### src/rtl/prog_pkg.sv
// Shared definitions for the program loader: default address/word widths and the loader FSM state type.
package prog_pkg;

  localparam int N_DEF = 12;
  localparam int M_DEF = 8;

  typedef enum logic [2:0] {
    S_IDLE,
    S_LEN_HI,
    S_LEN_LO,
    S_DATA,
    S_CSUM,
    S_DONE,
    S_ERROR
  } loader_state_e;

endpackage

### src/rtl/prog_loader.sv
// Byte-stream program loader: 12-bit length header, data written to program memory, optional trailing
// checksum byte when LOADER_CHECKSUM_EN is defined. Holds the CPU until a load completes.
module prog_loader
  import prog_pkg::*;
#(
  parameter int N = N_DEF,
  parameter int M = M_DEF
) (
  input  logic         clock,
  input  logic         reset,
  input  logic         start,
  input  logic [M-1:0] rx_data,
  input  logic         rx_valid,
  output logic         rx_ready,
  output logic [N-1:0] mem_addr,
  output logic [M-1:0] mem_wdata,
  output logic         mem_we,
  output logic         cpu_hold,
  output logic         done,
  output logic         error
);

  localparam logic [N-1:0] ONE = {{(N-1){1'b0}}, 1'b1};

  loader_state_e state_q, state_d;
  logic [N-1:0]  len_q, len_d;
  logic [N-1:0]  count_q, count_d;
  logic [N-1:0]  mem_addr_q, mem_addr_d;
  logic [M-1:0]  mem_wdata_q, mem_wdata_d;
  logic          mem_we_q, mem_we_d;
`ifdef LOADER_CHECKSUM_EN
  logic [M-1:0]  sum_q, sum_d;
`endif

  logic xfer;
  logic [N-1:0] len_full;

  assign rx_ready = (state_q == S_LEN_HI) || (state_q == S_LEN_LO) ||
                    (state_q == S_DATA)   || (state_q == S_CSUM);
  assign xfer     = rx_valid && rx_ready;
  assign len_full = {len_q[N-1:8], rx_data};

  always_comb begin
    // NOTE: every always_comb output gets a default first so no path can infer a latch.
    state_d     = state_q;
    len_d       = len_q;
    count_d     = count_q;
    mem_addr_d  = mem_addr_q;
    mem_wdata_d = mem_wdata_q;
    mem_we_d    = 1'b0;
`ifdef LOADER_CHECKSUM_EN
    sum_d       = sum_q;
`endif
    case (state_q)
      S_IDLE, S_DONE, S_ERROR: begin
        if (start) state_d = S_LEN_HI;
      end
      S_LEN_HI: begin
        if (xfer) begin
          if (rx_data[M-1:N-8] != '0) begin
            state_d = S_ERROR;
          end else begin
            len_d   = {rx_data[N-9:0], len_q[7:0]};
            state_d = S_LEN_LO;
          end
        end
      end
      S_LEN_LO: begin
        if (xfer) begin
          len_d = len_full;
          if (len_full == '0) begin
            state_d = S_ERROR;
          end else begin
            count_d = '0;
`ifdef LOADER_CHECKSUM_EN
            sum_d   = '0;
`endif
            state_d = S_DATA;
          end
        end
      end
      S_DATA: begin
        if (xfer) begin
          mem_we_d    = 1'b1;
          mem_addr_d  = count_q;
          mem_wdata_d = rx_data;
          count_d     = count_q + ONE;
`ifdef LOADER_CHECKSUM_EN
          sum_d       = sum_q + rx_data;
          if (count_q == len_q - ONE) state_d = S_CSUM;
`else
          if (count_q == len_q - ONE) state_d = S_DONE;
`endif
        end
      end
`ifdef LOADER_CHECKSUM_EN
      S_CSUM: begin
        if (xfer) state_d = (rx_data == sum_q) ? S_DONE : S_ERROR;
      end
`endif
      default: state_d = S_IDLE;
    endcase
  end

  // NOTE: sequential state uses non-blocking assignments so all flops update together on the edge.
  always_ff @(posedge clock) begin
    if (reset) begin
      state_q     <= S_IDLE;
      len_q       <= '0;
      count_q     <= '0;
      mem_addr_q  <= '0;
      mem_wdata_q <= '0;
      mem_we_q    <= 1'b0;
`ifdef LOADER_CHECKSUM_EN
      sum_q       <= '0;
`endif
    end else begin
      state_q     <= state_d;
      len_q       <= len_d;
      count_q     <= count_d;
      mem_addr_q  <= mem_addr_d;
      mem_wdata_q <= mem_wdata_d;
      mem_we_q    <= mem_we_d;
`ifdef LOADER_CHECKSUM_EN
      sum_q       <= sum_d;
`endif
    end
  end

  assign mem_addr  = mem_addr_q;
  assign mem_wdata = mem_wdata_q;
  assign mem_we    = mem_we_q;
  assign cpu_hold  = (state_q != S_DONE);
  assign done      = (state_q == S_DONE);
  assign error     = (state_q == S_ERROR);

endmodule
### config.mk
export PLATFORM = sky130hd
export DESIGN_NAME = prog_loader
export DESIGN_NICKNAME = d
export VERILOG_FILES = /design/src/rtl/prog_pkg.sv /design/src/rtl/prog_loader.sv
export SDC_FILE = /design/constraint.sdc
export NUM_CORES = 1
export LEC_CHECK = 0
export BUFFER_PORTS_ARGS = -buffer_cell sky130_fd_sc_hd__buf_2
export CORE_MARGIN = 1.5
export CORE_UTILIZATION = 45
export DETAILED_ROUTE_END_ITERATION = 8
export GPL_ROUTABILITY_DRIVEN = 0
export PLACE_DENSITY = 0.65
export RECOVER_POWER = 100
export SLEW_MARGIN = 20
export SYNTH_ARGS = -nofsm -noshare
export SYNTH_HDL_FRONTEND = slang
export SYNTH_SLANG_ARGS = --single-unit
### constraint.sdc
create_clock -name clock -period 3 [get_ports clock]
set_input_delay 0.6 -clock clock [delete_from_list [all_inputs] [get_ports clock]]
set_output_delay 0.6 -clock clock [all_outputs]
set_load 0.02 [all_outputs]
==> metrics.cfg, run 1 <==
[timing]
fin_skew_ps = 7.68
relSlewSlack = 0.515
fin_crit_sh = 0.824
setup_viol = 0
whs_ps = 457
final.min_clock_period_ps = 2470
rsz0062_at_grt = no
finalHoldViolCount = 0
fmax_mhz = 405
final.setup.worst_slack_ps = 528
max_slew.worst_pin.slew_ps = 720
tns_ps = 0
final_max_slew_viol_count = 0

[run_status]
status = completed

[power]
ir_drop_uv = 320
p_per_area_mw_per_mm2 = 586
p_leak_nw = 0.991

[routing]
drc = 0
viasPerCell = 5.30
totalWireLength_um = 5370
antenna_left = 0
dr.pass1.iters = 4
wl_per_cell_um = 13.3
drt_iter0_drc = 83
num_vias = 2140

[synth]
yosysWarnings = 0
ys_seq_elements = 48
synth_area_per_cell_um2 = 7.67
async_flop_share = 0
synthMuxAreaShare = 0.0342
synthXorXnorAreaFrac = 0.0861
synth_edf_count = 0
syn_inst = 305
synthAdderAreaFrac = 0.0107
synth_area_mm2 = 0.00234
yosys.area_share.simple = 0.278
synth_cell_type_count = 37
synth_nets = 319
synth-compound-area-share = 0.143
ys_seq_area_frac = 0.411
synth_top_family_by_area = simple AND/OR/NAND/NOR gates
ys.flop_type = dfxtp_1

[die]
dieArea_mm2 = 0.00564
core_area_mm2 = 0.00507
io_pins = 37
row_count = 26
die_x_um = 75.1
chipHeight_um = 75.1
initial_core_util = 0.461

[worst_setup_path]
cp-start-kind = register
r2r_end = state_q[1]$_SDFFE_PP0P_
critPathBufInv = 1
crit_start = len_q[0]$_SDFFE_PP0P_
cpMaxStageDelayCell = or3b_2
critPathMaxStageDelay_ps = 520
worstSetupPathType = register to register
r2r_slack_ps = 530
crit_arrival_ps = 2690
timing.critical_path.cells = inv_1, ha_1, or3b_2, or3_1, a21o_1, a31o_1, a41o_1, o31ai_1
cp-end-kind = register
rr_startpoint = len_q[0]$_SDFFE_PP0P_
critPathCapture = state_q[1]$_SDFFE_PP0P_
cp_num_cells = 8
worstPathMaxFanout = 7
crit_required_ps = 3210
reg2regPathDepth = 8
path_delay_family = simple AND/OR/NAND/NOR gates

[grt]
grt_use_total = 0.212
grt_use_met3 = 0.0402
grt_pass1_wl_um = 9130
top_usage_layer = met2
antenna_found_initial = 0
grt_pass1_vias = 1939
grt_start_max_net_pins = 23
grtUsageMet1 = 0.290
grt-ovfl-total = 0
use_met2 = 0.335

[flow_run]
drv_cap = 0

[clock_tree]
cts_tree = yes
cts.path.max_buffers = 2
post_cts_buffers = 0
root_buffer = clkbuf_8
cts_made_buffers = 5
post_cts_resized = 0
insertion_delay_ps = 300
htree_levels = 2
ctsHoldBuffers = 0
cts_sinks = 48
clk_pin_slew_ps = 90

[finish]
multi_input_area_mm2 = 0.00129
seq_area_um2 = 961
num_antenna_cells = 0
layout-drive-gt1-share = 0.0599
final_nets = 348
areaGrowthSynthToFinish_pct = 11.6
fillers = 535

[placement]
pre_cts_ws_ps = 584
post-dp-hpwl_um = 4080
port_buffers = 36

[hold_path]
hp-class = register to register

per-layer routing:
metal,wire [um],part of all wire
met1,2660,0.49
met2,2400,0.45
met3,233,0.043
met4,83,0.015
met5,0,0
report_power, final:
| group | internal (mW) | total, mW | switching [mW] |
|---|---|---|---|
| Clock | 0.158 | 0.369 | 0.211 |
| Combinational | 0.173 | 0.430 | 0.257 |
| Sequential | 0.669 | 0.731 | 0.0622 |
cell type report:
type / instances / area share
inverter: 5 / 0.00719
sequential: 48 / 0.368
timing repair buffer: 39 / 0.0647
clock inverter: 2 / 0.00479
tap: 70 / 0.0336
clock buffer: 5 / 0.0264
multi-input combinational: 235 / 0.495
registers in the layout, indices dropped and copies added (netlist names):
| signal | count |
|---|---|
| mem_we | 1 |
| mem_addr | 12 |
| state_q | 3 |
| len_q | 12 |
| mem_wdata | 8 |
| count_q | 12 |
Yosys cell counts, types with 4 or more instances:
master / number / area [um^2]
nand4_1: 5 / 31.3
nor2_1: 30 / 113
nand2_1: 73 / 274
nor4_1: 8 / 50.1
inv_1: 5 / 18.8
nor3_1: 5 / 25.0
mux2i_1: 8 / 80.1
xnor2_1: 9 / 78.8
o21ai_0: 7 / 35.0
nand2b_1: 4 / 25.0
a21oi_1: 34 / 170
and3_1: 5 / 31.3
o31a_1: 4 / 35.0
nand3_1: 4 / 20.0
dfxtp_1: 48 / 961
xor2_1: 14 / 123
or4_1: 4 / 30.0
clkbuf_1: 13 / 48.8
cell families after synthesis:
kind of cell    after synthesis
simple gates                145
mux                           8
xor+xnor                     23
buf+inv                      22
fa+ha+maj                     2
compound gates               57
flops                        48
cell usage in the layout, fill, tap and decap left out, drive strengths merged, types with 2 or more instances in the layout:
cell type	n
inv	5
buf	12
nor3	5
nor2	30
and3	5
nor4	8
or4	4
nand4	5
or3	3
ha	2
xor2	14
dfxtp	48
o21ai	7
a21o	2
nand2b	4
o31a	4
mux2i	8
nand2	73
xnor2	9
a21oi	34
nand3	4
clkbuf	32
per-stage QoR:
stage          total power [mW]  utilization  cells  area [um^2]
2_1_floorplan              1.07            -    305         2340
3_3_place_gp               1.18        0.505    397         2560
3_5_place_dp               1.18        0.505    397         2560
4_1_cts                    1.54        0.521    404         2640
5_1_grt                    1.63        0.514    404         2610
6_report                   1.53        0.514    404         2610
worst register-to-register path: stages (launching register included):
cell	delay, ps
dfxtp_1	380
inv_1	90
ha_1	280
or3b_2	520
or3_1	330
a21o_1	190
a31o_1	210
a41o_1	200
o31ai_1	200
worst min path at each step:
| stage | from | end | slack, ps | cells past startpoint |
|---|---|---|---|---|
| floorplan | count_q[11]$_SDFFE_PP0P_ | mem_addr[11]$_SDFFE_PP0P_ | 460 | 2 |
| global route | mem_addr[9]$_SDFFE_PP0P_ | mem_addr[9]$_SDFFE_PP0P_ | 480 | 2 |
| global placement | mem_wdata[5]$_SDFFE_PP0P_ | mem_wdata[5]$_SDFFE_PP0P_ | 440 | 2 |
| finish | mem_addr[1]$_SDFFE_PP0P_ | mem_addr[1]$_SDFFE_PP0P_ | 460 | 2 |
| CTS | mem_wdata[6]$_SDFFE_PP0P_ | mem_wdata[6]$_SDFFE_PP0P_ | 460 | 2 |
| detailed placement | mem_wdata[6]$_SDFFE_PP0P_ | mem_wdata[6]$_SDFFE_PP0P_ | 450 | 2 |
Note: power is estimated with default switching activity, not from simulation.
==> run 2, diff against run 1 <==
--- a/config.mk
+++ b/config.mk
@@ -10,7 +10,7 @@
 export CORE_UTILIZATION = 45
 export DETAILED_ROUTE_END_ITERATION = 8
 export GPL_ROUTABILITY_DRIVEN = 0
-export PLACE_DENSITY = 0.65
+export PLACE_DENSITY = 0.67
 export RECOVER_POWER = 100
 export SLEW_MARGIN = 20
 export SYNTH_ARGS = -nofsm -noshare
==> constraint.sdc (replaced) <==
create_clock -name clock -period 2.15 [get_ports clock]
set_input_delay 0.43 -clock clock [delete_from_list [all_inputs] [get_ports clock]]
set_output_delay 0.43 -clock clock [all_outputs]
set_load 0.02 [all_outputs]
==> run 2 against run 1 <==
Compared with the run above:
- global-route usage is 0.28 points higher
- sequential cell count stayed put
- sequential share of layout area is 3.0 points lower
- power is 64% higher
- die area stayed put
- the flow now finishes with violations (negative setup slack)
- via count is 4.1% higher
- clock skew hardly changed
- final area is 9.5% higher
- critical endpoint is now state_q[2]$_SDFFE_PP0P_
- sequential power is 37% higher
- hold slack worse by 60 ps
==> metrics.cfg, run 2 (same netlist as run 1, synthesis figures left out) <==
[die]
chipHeight_um = 75.1
io_pins = 37
dieArea_mm2 = 0.00564
core_area_mm2 = 0.00507
die_x_um = 75.1
initial_core_util = 0.461
row_count = 26

[routing]
viasPerCell = 5.23
dr.pass1.iters = 4
drt_iter0_drc = 106
totalWireLength_um = 5680
antenna_left = 0
num_vias = 2227
wl_per_cell_um = 13.3
drc = 0

[finish]
layout-drive-gt1-share = 0.154
num_antenna_cells = 0
fillers = 502
design_area_mm2 = 0.00286
mostFrequentLayoutCell = nand2_1
final_cell_mix = nand2_1, dfxtp_1, a21oi_1
areaGrowthSynthToFinish_pct = 22.1
final_nets = 370
stdcell_count = 426

[worst_setup_path]
r2r_end = state_q[2]$_SDFFE_PP0P_
rr_startpoint = len_q[3]$_SDFFE_PP0P_
crit_required_ps = 2380
r2r_slack_ps = -8
cp-start-kind = register
cp-end-kind = register
worstPathMaxFanout = 6
worstSetupPathType = register to register
reg2regPathDepth = 6
crit_arrival_ps = 2390

[clock_tree]
cts.path.max_buffers = 2
htree_levels = 2
insertion_delay_ps = 300
ctsHoldBuffers = 0
cts_sinks = 48
cts_made_buffers = 5
clk_pin_slew_ps = 80
root_buffer = clkbuf_8
cts_tree = yes

[hold_path]
hold_end = len_q[5]$_SDFFE_PP0P_
min_path_cells = 3
holdCritStartpoint = rx_data[5]
hp-class = input port to register

[timing]
max_slew.worst_pin.slew_ps = 444
tns_ps = -7.75
fin_skew_ps = 7.50
final.min_clock_period_ps = 2160
final_max_slew_viol_count = 0
rsz0062_at_grt = yes
fin_crit_sh = 1.00
fmax_mhz = 463
setup_viol = 1
relSlewSlack = 0.704
final.setup.worst_slack_ps = -7.75
finalHoldViolCount = 0

[placement]
dp_cells = 417
port_buffers = 36
placed_area_mm2 = 0.00273
pre_cts_ws_ps = -120
post-dp-hpwl_um = 4250

[run_status]
violations = negative setup slack
status = complete, but fails checks

[grt]
grt_start_max_net_pins = 28
grt_pass1_wl_um = 9330
grt-ovfl-total = 0
grt_pass1_vias = 1980
grt_use_total = 0.215
antenna_found_initial = 0

[power]
clockPowerShare = 0.300
pwr-share-seq = 0.397
p_leak_nw = 1.14
p_int_mw = 1.74
power.total_mw = 2.51
p_per_area_mw_per_mm2 = 880
ir_drop_uv = 485
p_comb_frac = 0.303
netSwitchingPower_mw = 0.769
p_sw_frac = 0.306

[flow_run]
drv_cap = 0

[run 2: cell count changes in the layout (fill, tap and decap cells not counted), moves of 2 or more]
cell       previous run  this run
clkbuf_1             27        23
dfxtp_2               0         4
buf_2                 9        13
dfxtp_1              48        44
bufinv_16             0         2
or4_4                 0         2
buf_4                 3        24
or4_1                 4         2
[run 2: timing repair]
item / CTS / global route
endpoints found under the setup margin: 2 / 3
setup buffers: 2 / 0
resized for setup: 3 / 2
pin swaps: 5 / 1
endpoints found under the hold margin: 0 / 0
[run 2: final cells by class]
cell class	count	area, um^2	share of cell area
multi-input cells	235	1320	0.462
flip-flops and latches	48	966	0.338
repair buffers	61	337	0.118
well taps	70	87.6	0.0306
clock buffers	5	68.8	0.0241
clock inverters	2	60.1	0.0210
inverters	5	18.8	0.00657
[run 2: critical path, cell delays in order (launching register included)]
cell and delay, ps:
dfxtp_2 330, or4_4 570, o31a_1 290, or4_1 460, nand3_1 80, a41o_1 190, mux2i_1 190
[run 2: worst max path at each step]
stage,from,endpoint,slack [ps],cells past startpoint
detailed placement,len_q[5]$_SDFFE_PP0P_,state_q[2]$_SDFFE_PP0P_,-120,6
finish,len_q[3]$_SDFFE_PP0P_,state_q[2]$_SDFFE_PP0P_,-8,6
floorplan,len_q[5]$_SDFFE_PP0P_,state_q[2]$_SDFFE_PP0P_,-50,7
global placement,len_q[5]$_SDFFE_PP0P_,state_q[2]$_SDFFE_PP0P_,-80,6
global route,len_q[1]$_SDFFE_PP0P_,state_q[1]$_SDFFE_PP0P_,-90,8
CTS,len_q[3]$_SDFFE_PP0P_,state_q[2]$_SDFFE_PP0P_,-20,6
[run 2: metal layers]
metal,track usage,part of all wire,wire length (um),up-vias
met4,0.0566,0.012,70,0
li1,-,-,-,1147
met5,0,0,0,-
met1,0.294,0.49,2780,1025
met2,0.345,0.46,2590,46
met3,0.0469,0.042,236,9
[run 2: per-stage QoR]
stage           util  hold WS, ps
2_1_floorplan      -          454
3_3_place_gp   0.538          440
3_5_place_dp   0.538          444
4_1_cts        0.568          393
5_1_grt        0.563          398
6_report       0.563          397
[run 2: power by group through the flow]
stage	registers [mW]	logic, mW	clock network (mW)
after floorplan	1.00	0.520	0
after global placement	1.01	0.732	0
after detailed placement	1.02	0.739	0
after CTS	0.998	0.763	0.763
after global routing	1.01	0.847	0.804
final	0.998	0.763	0.753
